## config.mk

```make
export PLATFORM = sky130hd
export DESIGN_NAME = task_slot
export DESIGN_NICKNAME = d
export VERILOG_FILES = /design/src/rtl/task_slot.sv
export SDC_FILE = /design/constraint.sdc
export NUM_CORES = 1
export LEC_CHECK = 0
export CAP_MARGIN = 10
export CORE_UTILIZATION = 35
export DETAILED_ROUTE_END_ITERATION = 6
export GPL_ROUTABILITY_DRIVEN = 0
export SLEW_MARGIN = 20
export SYNTH_ARGS = -nofsm -noshare
export SYNTH_HDL_FRONTEND = slang
export SYNTH_SLANG_ARGS = --single-unit
```

## constraint.sdc

```tcl
create_clock -name CLK -period 2.72 [get_ports CLK]
set_input_delay 0.272 -clock CLK [delete_from_list [all_inputs] [get_ports CLK]]
set_output_delay 0.272 -clock CLK [all_outputs]
set_load 0.02 [all_outputs]
```

## src/rtl/task_slot.sv

```systemverilog
// Per-task scheduler slot: decodes bus ops, tracks lifecycle, hit budget and priority.
// Optional priority aging is enabled by defining TASK_SLOT_AGING_EN.
module task_slot #(
  parameter int TASK_ID      = 7,
  parameter int ID_W         = 4,
  parameter int PRIO_W       = 4,
  parameter int HIT_W        = 8,
  parameter int HIT_INIT     = 128,
  parameter int AGING_PERIOD = 10000
) (
  input  logic                     CLK,
  input  logic                     RST_N,
  input  logic                     op_valid,
  input  logic [ID_W+7:0]          in_op,
  output logic [ID_W+PRIO_W-1:0]   out_sorter,
  output logic                     out_valid,
  output logic [2:0]               out_state,
  output logic [HIT_W-1:0]         exe_hit
);

  localparam logic [ID_W-1:0] MY_ID = ID_W'(TASK_ID);
  localparam logic [ID_W-1:0] BCAST = '1;

  if (TASK_ID == (1 << ID_W) - 1 || AGING_PERIOD < 1) begin : g_bad_param
    $error("task_slot: TASK_ID collides with broadcast or AGING_PERIOD < 1");
  end

  typedef enum logic [2:0] {
    ST_READY = 3'd0,
    ST_SUSP  = 3'd1,
    ST_WAIT  = 3'd2,
    ST_RUN   = 3'd3,
    ST_TERM  = 3'd4
  } state_e;

  state_e                   state_q, state_d;
  logic [PRIO_W-1:0]        base_q, base_d;
  logic [HIT_W-1:0]         hit_q, hit_d;
  logic [PRIO_W-1:0]        boost_d;
  logic [ID_W+PRIO_W-1:0]   sorter_q;
  logic                     valid_q;
  logic [PRIO_W:0]          prio_sum;
  logic [PRIO_W-1:0]        eff_d;

  logic [ID_W-1:0] op_target;
  logic [3:0]      op_code;
  logic [3:0]      op_arg;
  logic            op_hit;
  logic            alive;

  always_comb begin
    op_target = in_op[ID_W+7:8];
    op_code   = in_op[7:4];
    op_arg    = in_op[3:0];
    op_hit    = op_valid && ((op_target == MY_ID) ||
                             ((op_target == BCAST) &&
                              (op_code inside {4'h1, 4'h2, 4'h4, 4'hC})));
    alive     = (state_q != ST_TERM);
  end

  always_comb begin
    state_d = state_q;
    base_d  = base_q;
    hit_d   = hit_q;
    if (op_hit && alive) begin
      unique case (op_code)
        4'h1: if (state_q == ST_SUSP || state_q == ST_WAIT) state_d = ST_READY;
        4'h2: if (state_q != ST_SUSP) state_d = ST_SUSP;
        4'h3: if (state_q == ST_READY || state_q == ST_RUN) state_d = ST_WAIT;
        4'h4, 4'hC: state_d = ST_TERM;
        4'h5: base_d = PRIO_W'(op_arg);
        4'h6: hit_d = HIT_W'(op_arg);
        4'h7: begin
          if (state_q == ST_READY && hit_q != '0) begin
            hit_d   = hit_q - 1'b1;
            state_d = ST_RUN;
          end
        end
        4'h8: if (state_q == ST_RUN) state_d = (hit_q == '0) ? ST_TERM : ST_READY;
        default: ;
      endcase
    end
  end

`ifdef TASK_SLOT_AGING_EN
  logic [PRIO_W-1:0] boost_q;
  logic [31:0]       age_q, age_d;
  logic              op_clr;

  // Set priority and Execute restart aging and win over a coincident tick.
  assign op_clr = op_hit && alive &&
                  ((op_code == 4'h5) ||
                   (op_code == 4'h7 && state_q == ST_READY && hit_q != '0));

  always_comb begin
    boost_d = boost_q;
    age_d   = age_q;
    if (op_clr) begin
      boost_d = '0;
      age_d   = '0;
    end else if (state_q == ST_RUN) begin
      age_d = '0;
    end else if (state_q == ST_READY) begin
      if (age_q == 32'(AGING_PERIOD - 1)) begin
        age_d = '0;
        if (boost_q != '1) boost_d = boost_q + 1'b1;
      end else begin
        age_d = age_q + 32'd1;
      end
    end
  end

  always_ff @(posedge CLK) begin
    if (!RST_N) begin
      boost_q <= '0;
      age_q   <= '0;
    end else begin
      boost_q <= boost_d;
      age_q   <= age_d;
    end
  end
`else
  assign boost_d = '0;
`endif

  always_comb begin
    prio_sum = {1'b0, base_d} + {1'b0, boost_d};
    eff_d    = prio_sum[PRIO_W] ? '1 : prio_sum[PRIO_W-1:0];
  end

  always_ff @(posedge CLK) begin
    if (!RST_N) begin
      state_q  <= ST_READY;
      base_q   <= '0;
      hit_q    <= HIT_W'(HIT_INIT);
      sorter_q <= '0;
      valid_q  <= 1'b0;
    end else begin
      state_q  <= state_d;
      base_q   <= base_d;
      hit_q    <= hit_d;
      valid_q  <= (state_d == ST_READY);
      sorter_q <= (state_d == ST_READY) ? {MY_ID, eff_d} : '0;
    end
  end

  assign out_sorter = sorter_q;
  assign out_valid  = valid_q;
  assign out_state  = state_q;
  assign exe_hit    = hit_q;

endmodule
```

* Word-level counts from Yosys, hierarchy flattened
Index checks and enable logic that the tools add are counted.
Storage, ports and cells: register bits after elaboration 24, input bits 15, output and inout port bits 20, logic and storage cells 53
Operators by class: add/sub/neg operators 1, equality and inequality tests 17, mux-type cells 13, reduce and logical (&&, ||, !) cells 16
Operators with widths (count):
- 3-bit two-way mux | 7
- 4-bit by 3-bit == test with 1-bit output (second input constant) | 5
- 3-bit one-hot mux with 6 select lines | 1
- 8-bit one-hot mux with 2 select lines | 1
- 4-bit == test (second input constant) | 3
- 4-bit by 2-bit == test with 1-bit output (second input constant) | 2
- 8-bit logical NOT | 1
- 4-bit two-way mux | 2
- 8-bit two-way mux | 1
- 8-bit nonzero test | 1
- 8-bit by 1-bit subtractor with 8-bit output (second input constant) | 1
- 7-bit two-way mux | 1
- 3-bit by 2-bit == test with 1-bit output (second input constant) | 2
- 3-bit logical NOT | 2
- 4-bit by 1-bit == test with 1-bit output (second input constant) | 1
- 1-bit logical AND | 4
- 4-bit nonzero test | 1
- 3-bit by 1-bit == test with 1-bit output (second input constant) | 1
- 1-bit logical OR | 3
- 3-bit by 1-bit != test with 1-bit output (second input constant) | 1
- 3-bit != test (second input constant) | 1
- 3-bit AND reduction | 1
- 2-bit != test (second input constant) | 1
- 2-bit AND reduction | 1
- other kinds (2) | 2

* Longest topological paths before layout
Gate-level depths: netlist of run 1.
word-level depth 9, mapped depth 8, gate-level depth less buffers 7

* Worst setup path before layout of run 1
Ideal clock, no wire load.
kind register to register, start point register hit_q[0] (netlist: exe_hit[0]), end point register hit_q[6] (netlist: exe_hit[6]), library setup time 0.070 ns, data arrival time 1.988 ns, data required time 2.650 ns, slack 0.662 ns, stages on the path, launching flop included 8, path buffers 0, clock period less this slack 2.058 ns, path through dfxtp_1 inv_1 ha_1 nor3b_2 a211oi_1 o211ai_1 or4_1 a21boi_1
Between the ends: cells in the longest elaborated chain, start to end 4, elaborated cells between the ends (all ways) 7, classes of those cells add/sub (1); eq/ne (1); mux (2); reduce/logical (3)
RTL lines:
- start: declaration | RTL line 38 | logic [HIT_W-1:0] hit_q, hit_d;
- start signal: assignment | RTL line 135 | hit_q <= HIT_W'(HIT_INIT);
- start signal: assignment | RTL line 141 | hit_q <= hit_d;
- branches (longest 4 deep; another with 8-bit by 1-bit subtractor with 8-bit output)
Several ways; the timed one is not identified. The select of a mux whose other input is x is not followed. A chain may end at the register's enable or synchronous reset.

* Worst setup path in the final report of run 1
start point input port in_op[4], end point register sorter_q[5] (netlist: out_sorter[5])
Between the ends: cells in the longest elaborated chain, start to end 9, elaborated cells between the ends (all ways) 17, classes of those cells eq/ne (7); mux (3); reduce/logical (7)
RTL lines:
- start: declaration | RTL line 14 | input logic [ID_W+7:0] in_op,
- 4-bit by 1-bit == test with 1-bit output, or another cell as far along | RTL line 57, 66
- 4-bit nonzero test | RTL line 57 | (op_code inside {4'h1, 4'h2, 4'h4, 4'hC})));
- 1-bit logical AND | RTL line 56 | ((op_target == BCAST) &&
- 1-bit logical OR | RTL line 55 | op_hit = op_valid && ((op_target == MY_ID) ||
- 1-bit logical AND | RTL line 55
- 1-bit logical AND | RTL line 65 | if (op_hit && alive) begin
- 3-bit two-way mux * | RTL line 65
- 3-bit logical NOT * | RTL line 143 | sorter_q <= (state_d == ST_READY) ? {MY_ID, eff_d} : '0;
- 7-bit two-way mux * | RTL line 143
- end signal: assignment | RTL line 143
- end: declaration | RTL line 40 | logic [ID_W+PRIO_W-1:0] sorter_q;
Mark *: on every way between the ends. The rest lies on a longest branch, timed or not.

==> results.json, run 1 <==
{
  "fin_nets": 200,
  "clock_latency_ns": 0.26,
  "end_kind": "flip-flop",
  "pwr-share-clk_pct": 43.4,
  "relSlewSlack_pct": 66.2,
  "setup_tns_ns": 0,
  "cts_buffers": 3,
  "seqPwrFrac_pct": 43.0,
  "drv_slew": 0,
  "area_growth_pct": 30.6,
  "antenna_found_initial": 0,
  "p_per_area_nw_per_um2": 386,
  "grt_first_pass_wirelength_um": 5690,
  "drcViolationCount": 0,
  "num_antenna_cells": 0,
  "cts.clk_slew.worst_paths_ns": 0.08,
  "setup_viol": 0,
  "fin_crit_ns": 2.40,
  "dieHeight_um": 64.4,
  "num_vias": 1260,
  "finalWirelength_um": 3230,
  "crit_arrival_ns": 2.55,
  "sw_frac_of_total_pct": 21.9,
  "peakVddDrop_mv": 0.244,
  "synth_commonest_cells": "dfxtp_1, nor2_1, o21ai_0",
  "power_leakage_nw": 0.634,
  "final_layout_size_suffix_gt1_share_pct": 12.6,
  "required_ns": 2.87,
  "fmax_mhz": 417,
  "combPwrFrac_pct": 13.6,
  "core_um2": 3690,
  "synth_edf_count": 0,
  "yosysTopAreaCell": "dfxtp_1",
  "cts_hold_buffers": 0,
  "fin_crit_sh_pct": 88.2,
  "htree_levels": 1,
  "ys_warn_count": 0,
  "yosysUniqueCellTypes": 56,
  "rsz0062_at_grt": "false",
  "worstHoldPathType": "reg -> reg",
  "start_util_pct": 37.0,
  "cts_tree": "done",
  "cts.path.max_buffers": 2,
  "ctsResizeCount": 0,
  "grt_max_degree": 19,
  "crit_fanout": 10,
  "drtIter0Drc": 48,
  "dp_hpwl_um": 2410,
  "crit_path_start_kind": "input pin",
  "drt.antenna.violating_nets": 0,
  "yosysMostFrequentCell": "dfxtp_1",
  "cts-root-buf": "clkbuf_8",
  "finClkSkew_ns": 0.00289,
  "grt.total_usage_pct": 17.5,
  "routed_via_density": 5.45,
  "yosysSeqAreaShare_pct": 29.4,
  "synth-seq-cells": 20,
  "io_pins": 35,
  "synth_ff_type": "dfxtp_1",
  "overflow": 0,
  "grt_pass1_vias": 1184,
  "worst_pin_slew_ns": 0.503,
  "path_class": "in -> reg",
  "row_count": 22,
  "yosysTopAreaCellShare_pct": 29.4,
  "portBuffers": 33,
  "status": "complete, no violations",
  "avgSynthCellArea_um2": 8.80,
  "dieArea_um2": 4150,
  "holdWs_ns": 0.527,
  "netlist_area_um2": 1360,
  "cts_setup_buffers": 0,
  "cts_sinks": 20,
  "synth_area_leaders": "dfxtp_1, nor4b_1, mux2i_1",
  "syn_nets": 171,
  "wire_per_inst_um": 14.0,
  "cap_viol_max_count": 0,
  "dr.pass1.iters": 4,
  "finalHoldViolations": 0,
  "intPower_w": 0.000537,
  "synthArstFlopShare_pct": 0,
  "die_x_um": 64.4,
  "synth_cells": 155,
  "p_switching_w": 0.000151
}
-- final timing paths --
check | start | endpoint | slack, ns | cells after the start
setup / recovery | in_op[4] | out_sorter[5] | 0.32 | 7
hold reg to reg | base_q[3] | base_q[3] | 0.53 | 2
setup reg to reg | exe_hit[0] | exe_hit[0] | 0.42 | 8
hold / removal | base_q[3] | base_q[3] | 0.53 | 2
-- stage by stage --
stage               cells  cell area [um2]  util, %  setup slack [ns]  power (W)
floorplan             155             1360        -             0.662   0.000360
global placement      227             1710     46.4             0.181   0.000394
detailed placement    227             1710     46.4            0.0975   0.000396
CTS                   231             1780     48.3             0.338   0.000695
global route          231             1780     48.3             0.135   0.000718
finish                231             1780     48.3             0.322   0.000688
-- cell usage in the layout (no fill, tap or decap), types with 3 or more instances in the layout --
cell	n
o21ai_0	10
nor3b_1	3
dfxtp_1	20
nor4b_1	7
nand2_1	5
or3_1	4
buf_4	6
clkdlybuf4s50_1	33
or4_1	3
a21oi_1	5
clkbuf_8	3
mux2i_1	5
inv_1	7
nor2_1	12
nor2b_1	7
a21boi_1	5
-- cell families after synthesis --
family	after synthesis	synth area share (%)
flip-flops	20	29.4
other	1	0.275
AO/OA/AOI/OAI	38	21.8
buffers and inverters	22	8.44
XOR/XNOR	2	1.28
adder cells (fa/ha/maj)	1	0.917
AND/OR/NAND/NOR	66	34.2
multiplexers	5	3.67
-- worst max-delay path, cell delays in order --
cell,delay [ns]
clkdlybuf4s50_1,0.70
buf_4,0.25
nor2_1,0.05
a222oi_1,0.37
nand4_1,0.25
o211a_1,0.35
nor4b_1,0.29
-- layer usage --
metal	track usage [%]	part of all wire, %	vias to the layer above	wire length [um]
met5	0	0	-	0
met4	6.11	1.8	0	57
met3	4.40	3.2	6	102
met2	27.6	48	23	1550
met1	23.0	47	598	1520
li1	-	-	633	-
-- registers in the layout (all words and copies together) (netlist names) --
register    cells
out_sorter      5
exe_hit         8
out_state       3
base_q          4
-- area by class of cell --
type | instances | area [um2]
Fill cell | 364 | 1910
Multi-Input combinational cell | 113 | 848
Sequential cell | 20 | 400
Timing Repair Buffer | 39 | 375
Tap cell | 48 | 60.1
Clock buffer | 3 | 41.3
Clock inverter | 1 | 30.0
Inverter | 7 | 26.3
-- power groups by stage --
stage / combinational (W) / sequential (W) / clock (W)
3_5_place_dp: 0.0000933 / 0.000302 / 0
2_1_floorplan: 0.0000560 / 0.000304 / 0
3_3_place_gp: 0.0000912 / 0.000302 / 0
6_report: 0.0000936 / 0.000295 / 0.000299
4_1_cts: 0.0000936 / 0.000295 / 0.000306
5_1_grt: 0.000101 / 0.000296 / 0.000321
Note: power is estimated with default switching activity, not from simulation.
==> run 2, diff against run 1 <==
--- a/config.mk
+++ b/config.mk
@@ -6,6 +6,7 @@
 export NUM_CORES = 1
 export LEC_CHECK = 0
 export CAP_MARGIN = 10
+export CORE_ASPECT_RATIO = 1.75
 export CORE_UTILIZATION = 35
 export DETAILED_ROUTE_END_ITERATION = 6
 export GPL_ROUTABILITY_DRIVEN = 0
==> results.json, run 2 (synthesis results as in run 1) <==
{
  "clock_latency_ns": 0.26,
  "rr_endpoint": "exe_hit[4]",
  "hold-path-cell-count": 2,
  "grt_max_degree": 19,
  "r2r_setup_slack_ns": 0.51,
  "peakVddDrop_mv": 0.309,
  "die_x_um": 49.2,
  "cts.clk_slew.worst_paths_ns": 0.08,
  "rr_worst_depth": 8,
  "setup_viol": 0,
  "fin_nets": 204,
  "path_cells": "clkdlybuf4s50_1 -> buf_4 -> nand4b_4 -> a211oi_1 -> o211ai_1 -> buf_12 -> or4_1 -> a21boi_1",
  "num_antenna_cells": 0,
  "area_growth_pct": 33.6,
  "p_per_area_nw_per_um2": 378,
  "hp-start": "base_q[2]",
  "crit_arrival_ns": 2.42,
  "whs_endpoint": "base_q[2]",
  "setup_tns_ns": 0,
  "cap_viol_max_count": 0,
  "finalHoldViolations": 0,
  "fin_crit_ns": 2.22,
  "dieHeight_um": 84.6,
  "rsz0062_at_grt": "false",
  "path_class": "in -> reg",
  "cts_buffers": 3,
  "ctsResizeCount": 0,
  "drtIter0Drc": 27,
  "final_layout_size_suffix_gt1_share_pct": 14.4,
  "n_fill_cell": 352,
  "drt.antenna.violating_nets": 0,
  "dr.pass1.iters": 4,
  "finalWirelength_um": 3340,
  "p_total_w": 0.000689,
  "overflow": 0,
  "cts_tree": "done",
  "core_um2": 3660,
  "cts_setup_buffers": 0,
  "worstHoldPathType": "reg -> reg",
  "fin_cells": 233,
  "met3_usage_pct": 1.63,
  "portBuffers": 33,
  "met2_usage_pct": 29.0,
  "wire_per_inst_um": 14.3,
  "cp_num_buf_inv": 3,
  "status": "complete, no violations",
  "antenna_found_initial": 0,
  "end_kind": "flip-flop",
  "required_ns": 2.91,
  "final_util_pct": 49.7,
  "final_common_cell": "clkdlybuf4s50_1",
  "power_leakage_nw": 0.661,
  "cts_hold_buffers": 0,
  "grt.total_usage_pct": 16.8,
  "io_pins": 35,
  "cts_sinks": 20,
  "path_delay_family": "buffers and inverters",
  "htree_levels": 1,
  "routed_via_density": 5.65,
  "row_count": 29,
  "placed_cells": 229,
  "fmax_mhz": 450,
  "grt_pass1_vias": 1234,
  "grt_first_pass_wirelength_um": 5580,
  "r2r-start": "exe_hit[0]",
  "grt_busiest_layer": "met2",
  "largest_reg_flops": 8,
  "cts-root-buf": "clkbuf_8",
  "finClkSkew_ns": 0.00529,
  "start_util_pct": 37.2,
  "multiInputGateArea_um2": 848,
  "dieArea_um2": 4160,
  "slowest_stage": "clkdlybuf4s50_1",
  "dp_hpwl_um": 2550,
  "fin_crit_sh_pct": 81.7,
  "met1_usage_pct": 19.8,
  "crit_fanout": 15,
  "drv_slew": 0,
  "most-common-layout-cells": "clkdlybuf4s50_1, dfxtp_1, nor2_1, o21ai_0, buf_4",
  "drcViolationCount": 0,
  "slowest_delay_ns": 0.59,
  "crit_path_start_kind": "input pin",
  "num_vias": 1317,
  "ff_latch_area_um2": 400,
  "crit_start": "in_op[6]",
  "cts.path.max_buffers": 2
}
==> run 2: power breakdown <==
| part | total [W] | internal, W | switching, W | leakage [nW] |
|---|---|---|---|---|
| clock | 0.000297 | 0.000197 | 0.000100 | 0.0357 |
| combinational | 0.0000965 | 0.0000497 | 0.0000468 | 0.463 |
| sequential | 0.000295 | 0.000294 | 0.00000145 | 0.161 |
==> run 2: metrics by stage <==
| stage | worst slack (ns) | instance area (um2) | hold slack, ns |
|---|---|---|---|
| 3_5_place_dp | 0.241 | 1750 | 0.507 |
| 6_report | 0.497 | 1820 | 0.532 |
| 2_1_floorplan | 0.662 | 1360 | 0.426 |
| 5_1_grt | 0.331 | 1820 | 0.543 |
| 4_1_cts | 0.480 | 1820 | 0.522 |
| 3_3_place_gp | 0.242 | 1750 | 0.500 |
==> run 2: worst reg2reg max path, cell delays in order, from the launching register on <==
cell and delay (ns):
dfxtp_1 0.42, inv_1 0.07, ha_1 0.22, nor3b_2 0.20
a211oi_1 0.30, o211ai_1 0.20, buf_12 0.19, or4_1 0.41
a21boi_1 0.15
==> run 2: area by class of cell <==
cell class / count / area share [%]
clock buffers: 3 / 2.27
clock inverters: 1 / 1.65
inverters: 7 / 1.44
multi-input cells: 113 / 46.6
flip-flops and latches: 20 / 22.0
well taps: 46 / 3.16
repair buffers: 43 / 22.9
==> run 2: worst max-delay path by stage <==
stage | to | slack, ns | cells after the start
after detailed placement | exe_hit[6] | 0.24 | 8
after CTS | exe_hit[6] | 0.48 | 8
after global routing | exe_hit[4] | 0.33 | 8
final | exe_hit[4] | 0.50 | 8
after floorplan | exe_hit[6] | 0.66 | 7
after global placement | out_sorter[0] | 0.24 | 7
==> run 2: routing by layer <==
metal	part of all wire (%)	routed length (um)
met1	41	1380
met2	52	1750
met3	3.5	117
met4	2.5	83
met5	0	0
